### src/rtl/imem_boot_loader.sv
// imem_boot_loader
//   Receives a program image as a byte stream and writes it into the pipeline CPU's
//   instruction memory. The CPU is held in reset until the whole image has been written
//   and its XOR checksum has been verified.
//
//   Stream: 2-byte word count N (MSB first), N big-endian 32-bit words, 1 checksum byte
//   equal to the XOR of every preceding byte.
//
// Ports
//   CLK           in   clock, all state changes on the rising edge
//   Reset         in   asynchronous active-high reset
//   byteData      in   [7:0] stream byte
//   byteValid     in   byteData is valid
//   byteReady     out  a byte can be accepted this cycle
//   imemWrite     out  instruction-memory write strobe, one cycle per word
//   imemAddress   out  [31:0] byte address of the word being written
//   imemWriteData out  [31:0] instruction word
//   cpuReset      out  reset to the CPU core, high until the load succeeds
//   loadDone      out  image loaded and checksum matched
//   loadError     out  oversize header or checksum mismatch
//   wordCount     out  [15:0] words written so far
module imem_boot_loader #(
    parameter logic [31:0] ADDR_BASE = 32'h0000_0000,
    parameter int unsigned MAX_WORDS = 1024
) (
    input  logic        CLK,
    input  logic        Reset,
    input  logic [7:0]  byteData,
    input  logic        byteValid,
    output logic        byteReady,
    output logic        imemWrite,
    output logic [31:0] imemAddress,
    output logic [31:0] imemWriteData,
    output logic        cpuReset,
    output logic        loadDone,
    output logic        loadError,
    output logic [15:0] wordCount
);

    typedef enum logic [2:0] {
        HdrHi,
        HdrLo,
        Load,
        Check,
        Done,
        Error
    } loaderState;

    loaderState  state;
    logic [7:0]  headerHi;
    logic [15:0] numWords;
    logic [1:0]  byteCount;
    logic [23:0] assembler;
    logic [7:0]  checksum;

    logic        accept;
    logic [15:0] headerWord;
    logic [15:0] nextCount;

    always_comb begin
        byteReady = 1'b0;
        if (!Reset) begin
            case (state)
                HdrHi, HdrLo, Load, Check: byteReady = 1'b1;
                default:                   byteReady = 1'b0;
            endcase
        end
    end

    assign accept     = byteValid & byteReady;
    assign headerWord = {headerHi, byteData};
    assign nextCount  = wordCount + 16'd1;

    always_ff @(posedge CLK or posedge Reset) begin
        if (Reset) begin
            state         <= HdrHi;
            headerHi      <= 8'h00;
            numWords      <= 16'h0000;
            byteCount     <= 2'd0;
            assembler     <= 24'h000000;
            checksum      <= 8'h00;
            imemWrite     <= 1'b0;
            imemAddress   <= ADDR_BASE;
            imemWriteData <= 32'h0000_0000;
            cpuReset      <= 1'b1;
            loadDone      <= 1'b0;
            loadError     <= 1'b0;
            wordCount     <= 16'h0000;
        end else begin
            imemWrite <= 1'b0;
            if (accept) begin
                // The checksum byte itself is folded in too; the compare below uses the
                // value accumulated over the preceding bytes.
                checksum <= checksum ^ byteData;
                case (state)
                    HdrHi: begin
                        headerHi <= byteData;
                        state    <= HdrLo;
                    end
                    HdrLo: begin
                        numWords <= headerWord;
                        if (32'(headerWord) > MAX_WORDS) begin
                            state     <= Error;
                            loadError <= 1'b1;
                        end else if (headerWord == 16'h0000) begin
                            state <= Check;
                        end else begin
                            state <= Load;
                        end
                    end
                    Load: begin
                        byteCount <= byteCount + 2'd1;
                        if (byteCount == 2'd3) begin
                            imemWrite     <= 1'b1;
                            imemWriteData <= {assembler, byteData};
                            // Address of word k = base + 4k, wrapping at 32 bits.
                            imemAddress   <= ADDR_BASE + {14'd0, wordCount, 2'b00};
                            wordCount     <= nextCount;
                            // Leaving Load here is what keeps wordCount saturated at N.
                            if (nextCount == numWords) begin
                                state <= Check;
                            end
                        end else begin
                            assembler <= {assembler[15:0], byteData};
                        end
                    end
                    Check: begin
                        if (checksum == byteData) begin
                            state    <= Done;
                            loadDone <= 1'b1;
                            cpuReset <= 1'b0;
                        end else begin
                            state     <= Error;
                            loadError <= 1'b1;
                        end
                    end
                    default: begin
                    end
                endcase
            end
        end
    end

endmodule

### config.mk
export PLATFORM = sky130hd
export DESIGN_NAME = imem_boot_loader
export DESIGN_NICKNAME = d
export VERILOG_FILES = /design/src/rtl/imem_boot_loader.sv
export SDC_FILE = /design/constraint.sdc
export NUM_CORES = 1
export LEC_CHECK = 0
export ABC_AREA = 1
export CAP_MARGIN = 20
export CORE_MARGIN = 2
export CORE_UTILIZATION = 48
export CTS_CLUSTER_DIAMETER = 30
export DETAILED_ROUTE_END_ITERATION = 8
export MAX_ROUTING_LAYER = met4
export PLACE_DENSITY = 0.87
export SYNTH_ARGS = -nofsm -noshare
export SYNTH_HDL_FRONTEND = slang
export SYNTH_SLANG_ARGS = --single-unit
### constraint.sdc
create_clock -name CLK -period 4.2 [get_ports CLK]
set_clock_uncertainty 0.05 [all_clocks]
set_input_delay 0.63 -clock CLK [delete_from_list [all_inputs] [get_ports CLK]]
set_output_delay 0.63 -clock CLK [all_outputs]
set_load 0.005 [all_outputs]
==> flow_summary.ini, run 1 <==
[power]
p_sw_frac = 0.2147
power_frac_clock = 0.493
p_sw_mw = 0.6269
vdd.ir_drop.worst_uv = 338.6
power_density_mw_per_mm2 = 399.6
p_leak_nw = 3.457
p_int_mw = 2.293
power_frac_comb = 0.061
report.power.total_mw = 2.920
seqPwrFrac = 0.446

[clock_tree]
cts.sinks = 129
numCtsBuffers = 17
path_clk_slew_ns = 0.05
cts-resized-gates = 0
post_cts_buffers = 0
clkLatencyLatePin_ns = 0.41
postCtsHoldBufs = 0
clockBufferDepth = 2
cts_tree = yes
htree_levels = 4
cts-root-buf = clkbuf_16

[timing]
maxSlewViolCount = 0
max_freq_mhz = 356.4
hold_viol_final = 0
period_needed_ns = 2.806
rsz0062_at_grt = no
finalSetupViolations = 0
finalCritPeriodShare = 0.6680
worst_pin_slew_ns = 0.8210
tns_ns = 0
slew_headroom = 0.4514

[min_path]
hold_depth = 2
worstHoldStart = cpuReset
hold_path_end = cpuReset
min_path_type = flip-flop to flip-flop

[logic_synthesis]
yosys.area_share.simple = 0.2447
yosys_warnings = 0
synth.top_cell.area_share = 0.5438
synth_top_family_by_area = simple AND/OR/NAND/NOR gates
avgSynthCellArea_um2 = 8.562
syn-cell-area_mm2 = 0.005891
netlist_instances = 688
synth_mux_area_frac = 0
synth_compound_area_frac = 0.09728
ys_ff_latch = 129
synth_top_cell_by_area = dfrtp_1
synth_edf_count = 0
synth.area.top_cells = dfrtp_1 (54%), nand2_1 (14%), o21ai_0 (7.1%)
synthAdderAreaFrac = 0.004248
ys.flop_type = dfrtp_1
async_flop_share = 1.000
ys_types = 33
synth_seq_area_share = 0.5482
synth-xor-area-share = 0.02039

[detailed_routing]
drc = 0
routed_via_density = 5.113
dr.first_iter.drc_count = 359
wire_per_inst_um = 14.03
firstDrtPassIters = 5
vias = 4714
drtAntennaViolNets = 0
totalWireLength_um = 12930

[placed_design]
dpl_cell_area_mm2 = 0.006740
hpwl_um = 8737
port_buffers = 79
gp_congestion = 0.8558

[layout]
antenna_cells = 0
fillers = 967
fin_nets = 777
final_common_cell = nand2_1
final_cell_mix = nand2_1 (223), dfrtp_1 (128), o21ai_0 (83)
stdcell_area_mm2 = 0.007308
area_growth_pct = 24.07
layout-drive-gt1-share = 0.08258

[status]
status = finished clean

[setup_path]
crit_arrival_ns = 3.04
crit_type = primary input to flip-flop
crit_required_ns = 4.43
cp_cell_sequence = clkdlybuf4s50_1, nor2_4, nand2_2, nor2_4, inv_2, nor2_8, inv_2, buf_12, nand2_1, o21ai_0
r2r_end = imemAddress[15]
end_kind = flip-flop
rr_startpoint = state[2]
reg2reg_setup_slack_ns = 1.66
cp_max_fo = 54
cpMaxStageDelayCell = clkdlybuf4s50_1
worstSetupStartpointType = primary input
rr_worst_depth = 9
worst_path_largest_cell_delay_ns = 0.49

[floorplan]
ios = 96
die_h_um = 114.8
fp-row-count = 40
dieArea_mm2 = 0.01317
start_util = 0.4904
chipWidth_um = 114.8
core_area_mm2 = 0.01201

[global_route]
overflow = 0
grt_pass1_wl_um = 21720
grt_max_degree = 76
grt.total_usage = 0.2189
grt_pass1_vias = 4387
antenna_found_initial = 0

[flow_run]
max_cap_violations = 0
-- critical path: cells and delay by family --
family / cells / cell delay (ns)
AOI/OAI and AO/OA: 1 / 0.08
buffers and inverters: 4 / 1.27
and+or+nand+nor: 5 / 1.02
-- worst max path at each step --
stage / startpoint / to / slack, ns / depth (start not counted)
final: Reset / imemAddress[15] / 1.39 / 10
after global routing: Reset / imemAddress[9] / 1.17 / 10
after CTS: Reset / imemAddress[15] / 1.40 / 10
after detailed placement: Reset / imemAddress[12] / 0.99 / 10
after global placement: Reset / imemAddress[14] / 1.11 / 10
after floorplan: Reset / assembler[0] / 0.08 / 1
-- layer usage --
metal | vias up | routed length [µm] | track usage | share of wire
met5 | - | 0 | - | 0
met4 | 0 | 180 | 0.06747 | 0.014
met3 | 17 | 563 | 0.04533 | 0.044
met2 | 132 | 6181 | 0.3389 | 0.48
met1 | 2253 | 6006 | 0.2938 | 0.46
li1 | 2312 | - | - | -
-- kinds of logic after synthesis --
logic type,Yosys count
xor+xnor,12
simple gates,320
other cells,1
fa+ha+maj,2
flops,129
compound gates,113
buf+inv,111
-- metrics by stage --
step           utilization  std cells  hold slack (ns)  setup slack, ns
5_1_grt             0.6084        922           0.4249            1.166
4_1_cts             0.6084        922           0.3974            1.396
2_1_floorplan            -        703           0.3832          0.08066
3_5_place_dp        0.5611        892           0.3875           0.9947
6_report            0.6084        922           0.3938            1.394
3_3_place_gp        0.5611        892           0.3806            1.106
-- cells in the mapped netlist (2+ instances only) --
cell type,number
o21bai_1,3
nand2_2,10
nand3b_1,6
buf_4,16
inv_2,5
ha_1,2
xnor2_1,8
nor2_2,4
buf_2,11
o21ai_0,83
nor3_1,3
clkbuf_1,11
nand3_1,33
nand4_1,6
nand3_2,2
o21ai_1,25
inv_1,66
xor2_1,3
a21oi_1,2
nor4_1,2
nand2_1,223
nor2_4,8
nor2_1,18
dfrtp_1,128
nor2_8,2
-- area by class of cell --
class                   count  area, µm²  area share
flip-flops and latches    129       3229      0.4419
multi-input cells         463       2220      0.3037
repair buffers             82      838.3      0.1147
clock buffers              23      457.9     0.06266
inverters                  71      269.0     0.03681
well taps                 147      183.9     0.02517
clock inverters             7      110.1     0.01507
-- power by group through the flow --
stage	sequential, mW	combinational, mW	clock [mW]
finish	1.30	0.178	1.44
global placement	1.32	0.175	0
floorplan	1.32	0.0977	0
CTS	1.30	0.180	1.45
detailed placement	1.32	0.179	0
global route	1.31	0.201	1.52
-- state kept, by name, indices dropped and copies added (netlist names) --
name and cells:
assembler 24, cpuReset 1, imemAddress 16, headerHi 8
loadDone 1, loadError 1, imemWrite 1, state 3
numWords 16, checksum 8, wordCount 16, byteCount 2
imemWriteData 32
Note: power is estimated with default switching activity, not from simulation.
==> run 2, diff against run 1 <==
--- a/config.mk
+++ b/config.mk
@@ -8,11 +8,11 @@
 export ABC_AREA = 1
 export CAP_MARGIN = 20
 export CORE_MARGIN = 2
-export CORE_UTILIZATION = 48
+export CORE_UTILIZATION = 50
 export CTS_CLUSTER_DIAMETER = 30
 export DETAILED_ROUTE_END_ITERATION = 8
 export MAX_ROUTING_LAYER = met4
-export PLACE_DENSITY = 0.87
+export PLACE_DENSITY = 0.86
 export SYNTH_ARGS = -nofsm -noshare
 export SYNTH_HDL_FRONTEND = slang
 export SYNTH_SLANG_ARGS = --single-unit
==> constraint.sdc (replaced) <==
create_clock -name CLK -period 2.85 [get_ports CLK]
set_clock_uncertainty 0.05 [all_clocks]
set_input_delay 0.4275 -clock CLK [delete_from_list [all_inputs] [get_ports CLK]]
set_output_delay 0.4275 -clock CLK [all_outputs]
set_load 0.005 [all_outputs]
==> flow_summary.ini, run 2 (synthesis gave the netlist of run 1 again) <==
[detailed_routing]
dr.first_iter.drc_count = 432
drc = 0
routed_via_density = 5.083
vias = 4702
wire_per_inst_um = 14.01
drtAntennaViolNets = 0
totalWireLength_um = 12960
firstDrtPassIters = 6

[clock_tree]
postCtsHoldBufs = 0
cts-resized-gates = 0
htree_levels = 4
clockBufferDepth = 2
clkLatencyLatePin_ns = 0.41
cts.sinks = 129
post_cts_buffers = 0
cts_tree = yes
path_clk_slew_ns = 0.06
cts-root-buf = clkbuf_16
numCtsBuffers = 17

[timing]
period_needed_ns = 2.154
tns_ns = 0
rsz0062_at_grt = no
hold_viol_final = 0
finalSetupViolations = 0
maxSlewViolCount = 0
finalCritPeriodShare = 0.7557
max_freq_mhz = 464.3

[power]
p_int_mw = 3.313
vdd.ir_drop.worst_uv = 458.9
power_density_mw_per_mm2 = 587.6
p_sw_frac = 0.2374
power_frac_comb = 0.063
power_frac_clock = 0.496
p_leak_nw = 3.485
seqPwrFrac = 0.441
p_sw_mw = 1.031

[layout]
top_regs = imemWriteData (32), assembler (24)
fin_nets = 782
antenna_cells = 0
final_cells = 925
area_growth_pct = 25.49
layout-drive-gt1-share = 0.09719
final_common_cell = nand2_1
largest_register_ffs = 32
post-route-util = 0.6446
regMostFlops = imemWriteData
stdcell_area_mm2 = 0.007392
final_cell_mix = nand2_1 (223), dfrtp_1 (128), o21ai_0 (83)

[placed_design]
hpwl_um = 8582
gp_congestion = 0.8677
port_buffers = 79
dp.cells = 893
dpl_cell_area_mm2 = 0.006799

[global_route]
grt_max_degree = 103
grt_pass1_vias = 4570
overflow = 0
grt_pass1_wl_um = 22200
grt.total_usage = 0.2246
antenna_found_initial = 0

[floorplan]
die_h_um = 112.5
core_area_mm2 = 0.01147
dieArea_mm2 = 0.01267
fp-row-count = 39
start_util = 0.5137
chipWidth_um = 112.5
ios = 96

[setup_path]
end_kind = flip-flop
rr_startpoint = wordCount[0]
reg2reg_setup_slack_ns = 0.70
crit_required_ns = 3.15
crit_start = wordCount[0]
crit_type = flip-flop to flip-flop
cp_max_fo = 7
r2r_end = state[0]
crit_arrival_ns = 2.45
rr_worst_depth = 15
worstSetupStartpointType = flip-flop

[status]
status = finished clean

[flow_run]
max_cap_violations = 0

[min_path]
hold_depth = 2
min_path_type = flip-flop to flip-flop
worstHoldStart = cpuReset
hold_path_end = cpuReset
-- run 2: changes by cell type in the layout (fill, tap and decap cells not counted), moves of 2 or more --
cell and delta:
inv_6 +7, clkbuf_1 -5, clkinvlp_4 +5, buf_4 +3, clkinv_2 -3, buf_12 +2
-- run 2: layer usage --
layer | vias to the layer above | part of all wire | global-route usage
li1 | 2322 | - | -
met1 | 2191 | 0.46 | 0.3094
met2 | 163 | 0.47 | 0.3369
met3 | 26 | 0.048 | 0.03888
met4 | 0 | 0.022 | 0.08374
met5 | - | 0 | -
-- run 2: metrics by stage --
stage | total power, mW | hold WS, ns | worst slack [ns]
after detailed placement | 2.220 | 0.3857 | 0.4236
final | 4.344 | 0.3941 | 0.6962
after floorplan | 2.088 | 0.3832 | 0.7781
after global placement | 2.214 | 0.3838 | 0.5184
after CTS | 4.369 | 0.3963 | 0.6951
after global routing | 4.496 | 0.4266 | 0.5038
-- run 2: final cells by class --
class | instances | area [µm²]
Sequential cell | 129 | 3229
Multi-Input combinational cell | 463 | 2220
Clock inverter | 15 | 167.7
Timing Repair Buffer | 87 | 900.9
Clock buffer | 17 | 425.4
Fill cell | 877 | 4075
Inverter | 71 | 270.3
Tap cell | 143 | 178.9
-- run 2: worst max-delay path by stage --
| stage | slack (ns) | cells past startpoint | end |
|---|---|---|---|
| floorplan | 0.78 | 1 | assembler[0] |
| global placement | 0.52 | 14 | state[0] |
| detailed placement | 0.42 | 14 | state[1] |
| CTS | 0.70 | 15 | state[1] |
| global route | 0.50 | 15 | state[2] |
| finish | 0.70 | 15 | state[0] |
-- run 2: power groups by stage --
| stage | clock network [mW] | logic (mW) | registers [mW] |
|---|---|---|---|
| floorplan | 0 | 0.144 | 1.94 |
| global placement | 0 | 0.268 | 1.95 |
| detailed placement | 0 | 0.273 | 1.95 |
| CTS | 2.18 | 0.276 | 1.91 |
| global route | 2.27 | 0.307 | 1.92 |
| finish | 2.16 | 0.272 | 1.91 |
-- run 2: critical path, stage by stage, from the launching register on --
cell and delay [ns]:
dfrtp_1 0.49, ha_1 0.26, nand2_2 0.11, nor2_4 0.21, nand2_2 0.06, nand2_1 0.08, nand2_1 0.08, nand2_1 0.06
nand2_1 0.05, nor2_1 0.13, nand2_1 0.09, nor2_2 0.11, nand3_2 0.12, nand2_2 0.09, nand2_1 0.06, nand2_1 0.05
==> run 3, diff against run 2 <==
==> constraint.sdc (replaced) <==
create_clock -name CLK -period 2.1 [get_ports CLK]
set_clock_uncertainty 0.05 [all_clocks]
set_input_delay 0.315 -clock CLK [delete_from_list [all_inputs] [get_ports CLK]]
set_output_delay 0.315 -clock CLK [all_outputs]
set_load 0.005 [all_outputs]
==> flow_summary.ini, run 3 (synthesis gave the netlist of run 1 again) <==
[layout]
top_regs = imemWriteData (32), assembler (24)
fillers = 892
post-route-util = 0.6510
final_cell_mix = nand2_1 (222), dfrtp_1 (128), o21ai_0 (83)
seqCellArea_mm2 = 0.003229
area_growth_pct = 26.72
final_common_cell = nand2_1
stdcell_area_mm2 = 0.007465
fin_nets = 787
largest_register_ffs = 32
regMostFlops = imemWriteData
multi_input_area_mm2 = 0.002240
antenna_cells = 0
final_cells = 929
layout-drive-gt1-share = 0.1043

[clock_tree]
clockBufferDepth = 2
htree_levels = 4
numCtsBuffers = 17
postCtsHoldBufs = 0
cts-root-buf = clkbuf_16
cts_tree = yes
cts-resized-gates = 0
clkLatencyLatePin_ns = 0.42
path_clk_slew_ns = 0.06
cts.sinks = 129
post_cts_buffers = 0

[placed_design]
dp.cells = 898
hpwl_um = 8846
dpl_cell_area_mm2 = 0.006849
port_buffers = 79
pre_cts_slack_ns = -0.07038
gp_congestion = 0.8654

[detailed_routing]
firstDrtPassIters = 5
totalWireLength_um = 13310
vias = 4743
drc = 0
dr.first_iter.drc_count = 393
routed_via_density = 5.105
drtAntennaViolNets = 0
wire_per_inst_um = 14.33

[timing]
max_freq_mhz = 513.6
hold_viol_final = 0
tns_ns = 0
finalCritPeriodShare = 0.9272
maxSlewViolCount = 0
timing.hold.ws_ns = 0.4059
rsz0062_at_grt = no
finalSetupViolations = 0
setup_slack_ns = 0.1528
period_needed_ns = 1.947

[global_route]
overflow = 0
grt_pass1_wl_um = 22480
antenna_found_initial = 0
grt_max_degree = 81
grt.total_usage = 0.2296
grt_pass1_vias = 4598

[floorplan]
die_h_um = 112.5
ios = 96
fp-row-count = 39
core_area_mm2 = 0.01147
dieArea_mm2 = 0.01267
chipWidth_um = 112.5
start_util = 0.5137

[setup_path]
cp_cell_sequence = ha_4, inv_1, nand2_1, nand2_1, nor2_1, nand2_1, nor2_1, nand3_1, nor2_2, nand2_2, nor2_2, nand3_2, nand2_2, nand2_2, nand2_1
crit_arrival_ns = 2.25
worstSetupStartpointType = flip-flop
rr_worst_depth = 15
crit_type = flip-flop to flip-flop
end_kind = flip-flop
rr_startpoint = wordCount[0]
crit_required_ns = 2.40
cp_max_fo = 3
reg2reg_setup_slack_ns = 0.15
crit_start = wordCount[0]
worst_path_largest_cell_delay_ns = 0.41
cpMaxStageDelayCell = dfrtp_1
r2r_end = state[1]
cp_common_cell = nand2_1

[power]
power_density_mw_per_mm2 = 795.9
vdd.ir_drop.worst_uv = 471.9
p_leak_nw = 3.528
report.power.total_mw = 5.941

[min_path]
hold_path_end = cpuReset
hold_depth = 2
worstHoldStart = cpuReset
min_path_type = flip-flop to flip-flop

[flow_run]
max_cap_violations = 0

[status]
status = finished clean
run 3: layer usage:
layer / global-route usage / routed length (µm)
met1: 0.3032 / 5977
met2: 0.3589 / 6470
met3: 0.04050 / 668
met4: 0.08537 / 197
met5: - / 0
run 3: how the worst max path moves through the flow:
stage	to	slack (ns)
floorplan	assembler[0]	0.14
finish	state[1]	0.15
global route	state[2]	0.01
detailed placement	state[1]	-0.07
CTS	state[1]	0.11
global placement	state[2]	0.009
run 3: where the power goes:
group          total [mW]  switching [mW]  internal (mW)
combinational       0.378           0.203          0.176
sequential           2.60          0.0518           2.55
clock                2.97            1.05           1.92
total                5.94            1.30           4.64
run 3: final cells by class:
class                   instances  area share
well taps                     143     0.02397
flip-flops and latches        129      0.4326
multi-input cells             463      0.3000
repair buffers                 92      0.1274
clock buffers                  21     0.06168
clock inverters                10     0.01810
inverters                      71     0.03621
run 3: critical path, delay by kind of cell (launching register included):
family,cells,cell delay [ns]
adders and majority gates,1,0.27
buffers and inverters,1,0.06
DFF,1,0.41
and+or+nand+nor,13,1.09
==> edit, RTL diff (flow settings as in run 3) <==
Make the reset (`Reset`) synchronous in one clocked block. Comments in the files are not updated.
--- a/src/rtl/imem_boot_loader.sv
+++ b/src/rtl/imem_boot_loader.sv
@@ -72,5 +72,5 @@
     assign nextCount  = wordCount + 16'd1;
 
-    always_ff @(posedge CLK or posedge Reset) begin
+    always_ff @(posedge CLK) begin
         if (Reset) begin
             state         <= HdrHi;
Check against the original RTL: differs if Reset is asserted again (counterexample within 4 cycles, from zero or initial values and one cycle with Reset high); with Reset held inactive, the same outputs for 4 cycles.
==> edit against run 3 <==
- final area down 4.7%
- die area shrank 7.9%
- synthesized cell count rose by 6.3%
- sequential power fell by 2%
- first-iteration DRC count down 24%
- power grew 0.55%
- setup slack worse by 0.041 ns
- fmax shrank 2.0%
- critical endpoint is now state[1]$_SDFFE_PP0P_
- via count grew 10%
- critical path type unchanged
- routed wire length grew 4.3%
- synthesized area down 8.2%
- core utilization increased by 3.2 points
- sequential cell count stayed put
==> edit: results (changes against run 3) <==
status finished, final reports clean; # placed instances 931 (+3.7%); number of nets in the layout 830 (+5.5%); Async S/R FF share, synth 0 (-1.00); mux share of post-synthesis cell area 0 (unchanged); DRT Pass-1 Iters 5 (unchanged); share of the synthesized area in compound gates (AO/OA/AOI/OAI) 0.188 (+0.0903); total number of vias 5,220 (+10%); Synth Area per Inst 7.40 um^2 (-14%); Static Leak 2.96 nW (-16%); hold crit path type flip-flop to flip-flop; final wirelength 13,900 um (+4.3%); Synth area leaders dfxtp_1, o21ai_0, nor2_1; # diodes 0 (unchanged); CP arrival 2.36 ns (+0.11 ns); worst slack, placed -0.117 ns (-0.0470 ns); htree depth 4 (unchanged); DPL Wire Length 8870 um (+0.33%); Root Driver clkbuf_8; IO buf count 79 (unchanged); GRT Total Usage 0.247 (+0.0176); non-filler instance count after layout 966 (+4.0%); Max clock buf depth 2 (unchanged); VDD IR max 0.510 mV (+8.0%); area leader, netlist dfxtp_1; later-pin clock latency in the skew report 0.52 ns (+0.10 ns); initial DRC count 298 (-24%); total CTS buffers 17 (unchanged); Unique masters post-synth 32 (-3.0%); largest net degree at the start of global routing 80 (-1.2%); Crit Path Max Fanout 7 (+4); Synth Area in Adders 0.00463 (+0.000377); YS warnings 0 (unchanged); layout cells sized above 1 0.119 (+0.0150); post-synthesis sequential area ratio 0.477 (-0.0709); initial antenna violation count 0 (unchanged); synth cell count leaders nor2_1, dfxtp_1, o21ai_0, nand2_1, a21oi_1; biggest registers after layout imemWriteData (32), assembler (24); first-pass GRT wire length 22,200 um (-1.4%); RePlAce Congestion 0.912 (+5.4%); Synth Area in XOR/XNOR 0.0130 (-0.00744); # fillers 801 (-10%); vias in the first global route 4,676 (+1.7%)
## edit: final timing paths
check	depth (start not counted)	slack [ns]	startpoint	end
max	13	0.11	wordCount[8]$_SDFFE_PP0P_	state[1]$_SDFFE_PP0P_
min	2	0.40	cpuReset$_SDFFE_PP1P_	cpuReset$_SDFFE_PP1P_
max reg2reg	13	0.11	wordCount[8]$_SDFFE_PP0P_	state[1]$_SDFFE_PP0P_
min reg2reg	2	0.40	cpuReset$_SDFFE_PP1P_	cpuReset$_SDFFE_PP1P_
## edit: final cells by class
class | instances | area, um^2 | share of cell area
clock buffers | 22 | 453 | 0.0637
clock inverters | 10 | 181 | 0.0255
inverters | 63 | 239 | 0.0336
multi-input cells | 504 | 2450 | 0.345
flip-flops and latches | 129 | 2590 | 0.365
well taps | 136 | 170 | 0.0239
repair buffers | 102 | 1020 | 0.144
## edit: per-stage QoR
stage / utilization / area [um^2] / hold WS, ns
6_report: 0.683 / 7110 / 0.400
5_1_grt: 0.683 / 7110 / 0.421
4_1_cts: 0.672 / 7000 / 0.404
3_5_place_dp: 0.611 / 6360 / 0.394
3_3_place_gp: 0.611 / 6360 / 0.386
2_1_floorplan: - / 5470 / 0.393
## edit: repair_timing
action	CTS	global route
buffers inserted	0	3
gates resized for setup	0	30
setup endpoints to repair	0	3
## edit: kinds of logic after synthesis
kind of cell    Yosys count
simple gates            282
compound gates          196
flops                   129
buf+inv                 113
xor+xnor                  8
fa+ha+maj                 2
other cells               1
## edit: power breakdown
| group | switching, W | leakage, nW | internal (W) | total [W] |
|---|---|---|---|---|
| Clock | 0.00104 | 0.309 | 0.00211 | 0.00315 |
| Sequential | 0.0000395 | 1.05 | 0.00250 | 0.00254 |
| Combinational | 0.000183 | 1.60 | 0.000106 | 0.000288 |
| Total | 0.00126 | 2.96 | 0.00471 | 0.00597 |
## edit: routing by layer
| metal | GRT usage | share of wire | up-vias |
|---|---|---|---|
| met2 | 0.376 | 0.47 | 234 |
| li1 | - | - | 2537 |
| met3 | 0.0585 | 0.077 | 36 |
| met1 | 0.319 | 0.43 | 2413 |
| met4 | 0.0962 | 0.026 | 0 |
| met5 | - | 0 | - |
## edit: critical path, cell delays in order, from the launching register on
cell and delay, ns:
dfxtp_1 0.44, nand2_1 0.15, nor2_4 0.21, nand2_1 0.13, nor2_1 0.13, nand2_1 0.08
nand3b_1 0.11, nand3_1 0.07, nor2_1 0.12, nand3_2 0.12, nand2_2 0.10, inv_2 0.04
nor2_2 0.09, nor2_1 0.04
